`src/rtl/cortez_wb_pkg.sv`:
```
// Shared types and constants for the CORTEZ Wishbone command path.
package cortez_wb_pkg;

    typedef enum logic [1:0] {
        ST_IDLE = 2'd0,
        ST_REQ  = 2'd1,
        ST_WAIT = 2'd2,
        ST_RESP = 2'd3
    } wb_state_e;

    typedef enum logic [1:0] {
        RSP_OK      = 2'b00,
        RSP_BUS_ERR = 2'b01,
        RSP_TIMEOUT = 2'b10
    } rsp_status_e;

    // Same window the bridge uses as its AXI4-Lite CSR base.
    localparam logic [31:0] CSR_BASE_ADDR = 32'h3000_0000;

endpackage

```
`src/rtl/wb_timeout_counter.sv`:
```
// Counts cycles with CYC high; flags the cycle that reaches the limit.
module wb_timeout_counter #(
    parameter int unsigned TIMEOUT_CYCLES = 255
) (
    input  logic CLK,
    input  logic rstn,
    input  logic clr,
    input  logic en,
    output logic tc
);

    localparam logic [7:0] TC_LAST = 8'(TIMEOUT_CYCLES - 1);

    logic [7:0] cnt_q;
    logic [7:0] cnt_d;

    always_comb begin
        cnt_d = cnt_q;
        if (clr) begin
            cnt_d = 8'd0;
        end else if (en) begin
            cnt_d = cnt_q + 8'd1;
        end
    end

    always_ff @(posedge CLK) begin
        if (!rstn) begin
            cnt_q <= 8'd0;
        end else begin
            cnt_q <= cnt_d;
        end
    end

    // This cycle's increment would bring the count to TIMEOUT_CYCLES.
    assign tc = en && !clr && (cnt_q == TC_LAST);

endmodule

```
`src/rtl/wb_cmd_initiator.sv`:
```
// Single-outstanding Wishbone pipelined initiator driven by a
// valid/ready command stream, returning data and completion status.
module wb_cmd_initiator
    import cortez_wb_pkg::*;
#(
    parameter int unsigned OFFSET_WIDTH   = 16,
    parameter logic [31:0] BASE_ADDR      = CSR_BASE_ADDR,
    parameter int unsigned TIMEOUT_CYCLES = 255
) (
    input  logic                    CLK,
    input  logic                    rstn,
    input  logic                    CMD_VALID,
    output logic                    CMD_READY,
    input  logic                    CMD_WE,
    input  logic [OFFSET_WIDTH-1:0] CMD_ADDR,
    input  logic [7:0]              CMD_WDATA,
    output logic                    RSP_VALID,
    input  logic                    RSP_READY,
    output logic [7:0]              RSP_RDATA,
    output logic [1:0]              RSP_STATUS,
    output logic                    BUSY,
    output logic                    CYC,
    output logic                    STB,
    output logic                    WE,
    output logic                    SEL,
    output logic [31:0]             ADDR,
    output logic [7:0]              WDATA,
    input  logic                    STALL,
    input  logic                    ACK,
    input  logic                    ERR,
    input  logic [7:0]              RDATA
);

    wb_state_e   state_q, state_d;
    logic        cyc_q, cyc_d;
    logic        stb_q, stb_d;
    logic        we_q, we_d;
    logic        sel_q, sel_d;
    logic [31:0] addr_q, addr_d;
    logic [7:0]  wdata_q, wdata_d;
    logic        rsp_valid_q, rsp_valid_d;
    logic [7:0]  rsp_rdata_q, rsp_rdata_d;
    logic [1:0]  rsp_status_q, rsp_status_d;
    logic        busy_q, busy_d;

    logic        tmo_hit;
    logic        tmo_clr;
    logic        bus_done;
    logic        finish;
    logic [1:0]  fin_status;
    logic [7:0]  fin_rdata;

    assign tmo_clr = !cyc_q;

    wb_timeout_counter #(
        .TIMEOUT_CYCLES(TIMEOUT_CYCLES)
    ) u_tmo (
        .CLK (CLK),
        .rstn(rstn),
        .clr (tmo_clr),
        .en  (cyc_q),
        .tc  (tmo_hit)
    );

    // A bus answer in the limit cycle beats the timeout; ERR beats ACK.
    always_comb begin
        bus_done = 1'b0;
        unique case (state_q)
            ST_REQ:  bus_done = !STALL && (ACK || ERR);
            ST_WAIT: bus_done = ACK || ERR;
            default: bus_done = 1'b0;
        endcase
        finish     = bus_done || tmo_hit;
        fin_status = RSP_TIMEOUT;
        fin_rdata  = 8'h00;
        if (bus_done) begin
            fin_status = ERR ? RSP_BUS_ERR : RSP_OK;
            fin_rdata  = (!ERR && !we_q) ? RDATA : 8'h00;
        end
    end

    always_comb begin
        state_d      = state_q;
        cyc_d        = cyc_q;
        stb_d        = stb_q;
        we_d         = we_q;
        sel_d        = sel_q;
        addr_d       = addr_q;
        wdata_d      = wdata_q;
        rsp_valid_d  = rsp_valid_q;
        rsp_rdata_d  = rsp_rdata_q;
        rsp_status_d = rsp_status_q;
        unique case (state_q)
            ST_IDLE: begin
                if (CMD_VALID) begin
                    state_d = ST_REQ;
                    cyc_d   = 1'b1;
                    stb_d   = 1'b1;
                    sel_d   = 1'b1;
                    we_d    = CMD_WE;
                    addr_d  = BASE_ADDR + 32'(CMD_ADDR);
                    wdata_d = CMD_WDATA;
                end
            end
            ST_REQ, ST_WAIT: begin
                if (finish) begin
                    state_d      = ST_RESP;
                    cyc_d        = 1'b0;
                    stb_d        = 1'b0;
                    sel_d        = 1'b0;
                    we_d         = 1'b0;
                    rsp_valid_d  = 1'b1;
                    rsp_status_d = fin_status;
                    rsp_rdata_d  = fin_rdata;
                end else if (state_q == ST_REQ && !STALL) begin
                    state_d = ST_WAIT;
                    stb_d   = 1'b0;
                end
            end
            ST_RESP: begin
                if (RSP_READY) begin
                    state_d     = ST_IDLE;
                    rsp_valid_d = 1'b0;
                end
            end
            default: state_d = ST_IDLE;
        endcase
        busy_d = (state_d != ST_IDLE);
    end

    always_ff @(posedge CLK) begin
        if (!rstn) begin
            state_q      <= ST_IDLE;
            cyc_q        <= 1'b0;
            stb_q        <= 1'b0;
            we_q         <= 1'b0;
            sel_q        <= 1'b0;
            addr_q       <= 32'h0;
            wdata_q      <= 8'h00;
            rsp_valid_q  <= 1'b0;
            rsp_rdata_q  <= 8'h00;
            rsp_status_q <= 2'b00;
            busy_q       <= 1'b0;
        end else begin
            state_q      <= state_d;
            cyc_q        <= cyc_d;
            stb_q        <= stb_d;
            we_q         <= we_d;
            sel_q        <= sel_d;
            addr_q       <= addr_d;
            wdata_q      <= wdata_d;
            rsp_valid_q  <= rsp_valid_d;
            rsp_rdata_q  <= rsp_rdata_d;
            rsp_status_q <= rsp_status_d;
            busy_q       <= busy_d;
        end
    end

    // Held low while reset is asserted so no command slips in.
    assign CMD_READY  = rstn && (state_q == ST_IDLE);
    assign RSP_VALID  = rsp_valid_q;
    assign RSP_RDATA  = rsp_rdata_q;
    assign RSP_STATUS = rsp_status_q;
    assign BUSY       = busy_q;
    assign CYC        = cyc_q;
    assign STB        = stb_q;
    assign WE         = we_q;
    assign SEL        = sel_q;
    assign ADDR       = addr_q;
    assign WDATA      = wdata_q;

endmodule

```
`config.mk`:
```
export PLATFORM = sky130hd
export DESIGN_NAME = wb_cmd_initiator
export DESIGN_NICKNAME = d
export VERILOG_FILES = /design/src/rtl/cortez_wb_pkg.sv /design/src/rtl/wb_timeout_counter.sv /design/src/rtl/wb_cmd_initiator.sv
export SDC_FILE = /design/constraint.sdc
export NUM_CORES = 1
export LEC_CHECK = 0
export CORE_MARGIN = 8
export CORE_UTILIZATION = 43
export CTS_BUF_LIST = sky130_fd_sc_hd__clkbuf_4
export DETAILED_ROUTE_END_ITERATION = 12
export PLACE_DENSITY = 0.87
export SYNTH_ARGS = -nofsm -noshare
export SYNTH_HDL_FRONTEND = slang
export SYNTH_SLANG_ARGS = --single-unit
```
`constraint.sdc`:
```
create_clock -name CLK -period 2.2 [get_ports CLK]
set_clock_uncertainty 0.2 [all_clocks]
set_input_delay 0.22 -clock CLK [delete_from_list [all_inputs] [get_ports CLK]]
set_output_delay 0.22 -clock CLK [all_outputs]
set_load 0.05 [all_outputs]
```
## After elaboration in Yosys (flattened, before gate mapping)

Cells that the tools add are included.
Widths: inputs -> output; s select.

- Add/subtract/negate cells: 2
- Equal/unequal tests: 8
- Multiplexer cells: 21
- Reductions and logical operators: 21

Operators by type and width:

| kind | number |
|---|---|
| $add 30x16->31 const A | 1 |
| $mux 8 | 2 |
| $mux 2 | 5 |
| $pmux 1 s2 | 5 |
| $reduce_and 3->1 | 3 |
| $add 8x1->8 const B | 1 |
| $eq 8x8->1 const B | 1 |
| $mux 1 | 8 |
| $ne 2x2->1 const B | 3 |
| $pmux 2 s3 | 1 |
| $reduce_and 2->1 | 3 |
| $reduce_bool 2->1 | 3 |
| $logic_and 1x1->1 | 5 |
| $eq 2x2->1 const B | 2 |
| $logic_not 1->1 | 3 |
| $ne 3x3->1 const B | 1 |
| $eq 2x1->1 const B | 1 |
| $logic_not 2->1 | 1 |
| $logic_or 1x1->1 | 2 |
| $reduce_or 2->1 | 1 |

- Bits in registers: 65
- Word-level logic and storage cells: 63

## Longest topological paths before layout

- Depth after elaboration: 7
- Mapped depth: 8
- Mapped depth without buffers: 6

## Cells and area by module

From an unflattened synthesis, not the netlist that was laid out.

- Cells, all modules: 259
- Area, all modules: 2173.3 um2

By module, submodules not included:

| module | instances | cells an instance | area each (um2) | sequential area each (um2) |
|---|---|---|---|---|
| wb_cmd_initiator | 1 | 216 | 1796.7 | 840.8 |
| wb_timeout_counter | 1 | 43 | 376.6 | 160.2 |

## Least setup slack after synthesis

Ideal clock, no wire load.

- Kind: register to register
- Start: register state_q[0]
- End: register busy_q, in the netlist BUSY
- Arrival time: 1.495 ns
- Data required time: 1.878 ns
- Slack: 0.383 ns
- Cell stages (with the launch flop): 7
- Period minus slack after synthesis: 1.817 ns
- Cell sequence: dfxtp_1 -> inv_1 -> ha_1 -> buf_2 -> a211oi_1 -> nor2_1 -> a221o_1

- Longest elaborated chain between the ends: 6
- Elaborated cells between the ends (all ways): 14

RTL lines:

| element | RTL line | source |
|---|---|---|
| start, declared | wb_cmd_initiator.sv:34 | `wb_state_e state_q, state_d;` |
| start signal, assigned | wb_cmd_initiator.sv:145 | `state_q <= state_d;` |
| $eq 2x2->1 / $eq 2x1->1 (equally long branches) | wb_cmd_initiator.sv:68, wb_cmd_initiator.sv:93, wb_cmd_initiator.sv:115 |  |
| $pmux 1 s2 / $logic_and 1x1->1 (equally long branches) | wb_cmd_initiator.sv:68, wb_cmd_initiator.sv:115 |  |
| $logic_or 1x1->1 / $mux 2 (equally long branches) | wb_cmd_initiator.sv:73, wb_cmd_initiator.sv:115 |  |
| $mux 2 | wb_cmd_initiator.sv:106 | `if (finish) begin` |
| $pmux 2 s3 * | wb_cmd_initiator.sv:93 | `unique case (state_q)` |
| $reduce_bool 2->1 * | wb_cmd_initiator.sv:128 | `busy_d = (state_d != ST_IDLE);` |
| end signal, assigned | wb_cmd_initiator.sv:155 | `busy_q <= busy_d;` |
| end, declared | wb_cmd_initiator.sv:44 | `logic busy_q, busy_d;` |

Mark *: on every way between the ends. The rest lies on a longest branch, timed or not.
A chain may end at the register's enable or synchronous reset.

==> flow_summary.json <==
{
  "status": "finished clean",
  "crit_required_ns": 1.78,
  "postCtsSetupRepairBufs": 0,
  "rows": 26,
  "rsz0062_at_grt": "no",
  "yosys.area.top_type": "dfxtp_1",
  "drc": 0,
  "vdd.ir_drop.worst_uv": 414.4,
  "synth_edf_count": 0,
  "dr.pass1.iters": 4,
  "final_util": 0.6246,
  "finalWorstSetupSlack_ns": 0.1142,
  "hold_viol": 0,
  "hold_class": "in2reg",
  "placed_cell_area_um2": 3070,
  "slew_headroom": 0.6398,
  "seqPwrFrac": 0.475,
  "swShare": 0.3241,
  "drive_above_1_share": 0.09202,
  "dp_hpwl_um": 4370,
  "netlist_top_cells_area": "dfxtp_1 45%, nand2_1 9.3%, a21boi_0 8.4%, buf_4 6.4%, a32o_2 4.0%",
  "dpl.cell_count": 388,
  "pin_count": 97,
  "synth_top_area_share": 0.4497,
  "wirelength_um": 5684,
  "start_util": 0.4414,
  "p_int_mw": 1.401,
  "overflow": 0,
  "period_needed_ns": 2.086,
  "tns_ns": 0,
  "cp-start-kind": "flop",
  "p_switching_mw": 0.6716,
  "combPwrFrac": 0.285,
  "crit_chain": "clkdlybuf4s50_1",
  "area_delta_synth_final_pct": 41.48,
  "clock_path_buffers": 2,
  "synth-main-ff-cell": "dfxtp_1",
  "grt_pass1_wl_um": 8976,
  "post-place-ws_ns": 0.1724,
  "ctsHtreeMaxLevel": 2,
  "grt_usage": 0.1454,
  "synth-async-reset-ratio": 0,
  "drt_iter0_markers": 77,
  "drv_cap": 0,
  "worstSetupPathType": "reg2out",
  "ys_types": 42,
  "setup_viol": 0,
  "root_buffer": "clkbuf_4",
  "leakagePower_nw": 1.253,
  "synth_area_um2": 2226,
  "path_clk_slew_ns": 0.14,
  "numCtsBuffers": 5,
  "via_per_inst": 4.929,
  "yosysSeqAreaShare": 0.4497,
  "tritoncts": "done",
  "max_freq_mhz": 479.4,
  "diodes": 0,
  "fin_nets": 372,
  "fp.dieArea_um2": 7734,
  "hold_buffers": 0,
  "yosysWarnings": 0,
  "die_w_um": 87.95,
  "fin_cells": 396,
  "cts_resized": 0,
  "ant_nets": 0,
  "place_congestion": 0.8217,
  "cp.arrival_ns": 1.67,
  "clk_latency_ns": 0.36,
  "clkPwrFrac": 0.240,
  "ys_ff_latch": 50,
  "period_share": 0.9481,
  "wl_per_cell_um": 14.35,
  "core_area_um2": 5042,
  "slew_violations": 0,
  "slowest_stage": "clkdlybuf4s50_1",
  "grt_max_degree": 25,
  "grt_pass1_vias": 1890,
  "critPathCaptureType": "output pin",
  "critPathMaxStageDelay_ns": 0.85,
  "p_per_area_nw_per_um2": 658.0,
  "cp_max_fo": 6,
  "clkSinkCount": 50,
  "avgSynthCellArea_um2": 9.160,
  "final_area_um2": 3149,
  "worst_slew_pin_slew_ns": 0.5386,
  "antenna_found_initial": 0,
  "portBuffers": 82,
  "die-height_um": 87.95,
  "synth_cells": 243,
  "worst-path-buf-inv": 1,
  "cp_top_family": "buffers and inverters",
  "via_count": 1952
}
## power by group through the flow
stage	sequential (mW)	clock (mW)	combinational (mW)
finish	0.984	0.498	0.590
global route	0.993	0.557	0.624
CTS	0.985	0.522	0.592
detailed placement	1.01	0	0.591
global placement	1.00	0	0.584
floorplan	1.15	0	0.244
## state kept, by name (all words and copies together) (netlist names)
| register | flops |
|---|---|
| RSP_STATUS | 2 |
| SEL | 1 |
| state_q | 2 |
| BUSY | 1 |
| u_tmo.cnt_q | 8 |
| WDATA | 8 |
| STB | 1 |
| RSP_VALID | 1 |
| RSP_RDATA | 8 |
| ADDR | 17 |
| WE | 1 |
## area by class of cell
cell class | instances | area [um2]
timing repair buffer | 91 | 898.4
tap | 70 | 87.58
inverter | 5 | 18.77
multi-input combinational | 173 | 1072
fill | 454 | 1893
clock buffer | 5 | 37.54
clock inverter | 2 | 33.78
sequential | 50 | 1001
## synth_stat cells (2+ instances only)
| cell type | n |
|---|---|
| nand3_1 | 6 |
| nor2_1 | 12 |
| ha_1 | 6 |
| buf_2 | 4 |
| nor3_1 | 4 |
| a21oi_1 | 2 |
| clkbuf_1 | 4 |
| buf_4 | 19 |
| a311oi_1 | 2 |
| o21a_1 | 3 |
| dfxtp_1 | 50 |
| a21boi_0 | 25 |
| inv_1 | 5 |
| and3_1 | 2 |
| o21ai_0 | 3 |
| nand2_1 | 55 |
| and2_1 | 2 |
| nand4_1 | 4 |
| xor2_1 | 5 |
| a32o_2 | 8 |
## worst paths after layout
kind | startpoint | end | slack [ns] | cells after the start
min reg2reg | RSP_STATUS[1] | RSP_STATUS[1] | 0.27 | 2
max reg2reg | state_q[0] | BUSY | 0.16 | 6
max | SEL | CYC | 0.11 | 1
min | CMD_WDATA[2] | WDATA[2] | 0.20 | 3
## metrics by stage
step | hold WS [ns] | total power, mW
after floorplan | 0.1468 | 1.398
final | 0.1995 | 2.072
after global placement | 0.2318 | 1.588
after CTS | 0.1838 | 2.099
after detailed placement | 0.2542 | 1.596
after global routing | 0.1925 | 2.174
## metal layers
layer | GRT usage | wire length [um]
met3 | 0.05347 | 631
met4 | 0.03750 | 48
met2 | 0.2510 | 2644
met1 | 0.1640 | 2360
met5 | 0 | 0
## kinds of logic after synthesis
| group | Yosys count | synth area share |
|---|---|---|
| AND/OR/NAND/NOR | 92 | 0.1906 |
| AO/OA/AOI/OAI | 55 | 0.2102 |
| flip-flops | 50 | 0.4497 |
| buffers and inverters | 33 | 0.09050 |
| XOR/XNOR | 6 | 0.02361 |
| adder cells (fa/ha/maj) | 6 | 0.03373 |
| other | 1 | 0.001685 |
## placed cells by master (no fill, tap or decap), types with 2 or more instances in the layout
cell type / instances
a32o_2: 8
nand4_1: 4
nor3_1: 4
and3_1: 2
buf_4: 9
a21oi_1: 2
xor2_1: 5
o21a_1: 3
nand2_1: 55
and2_1: 2
conb_1: 14
a311oi_1: 2
a21boi_0: 25
dfxtp_1: 50
clkbuf_4: 5
clkdlybuf4s50_1: 81
o21ai_0: 3
ha_1: 6
nor2_1: 12
nand3_1: 6
inv_1: 5
No activity file was read; power rests on OpenSTA's default activity.
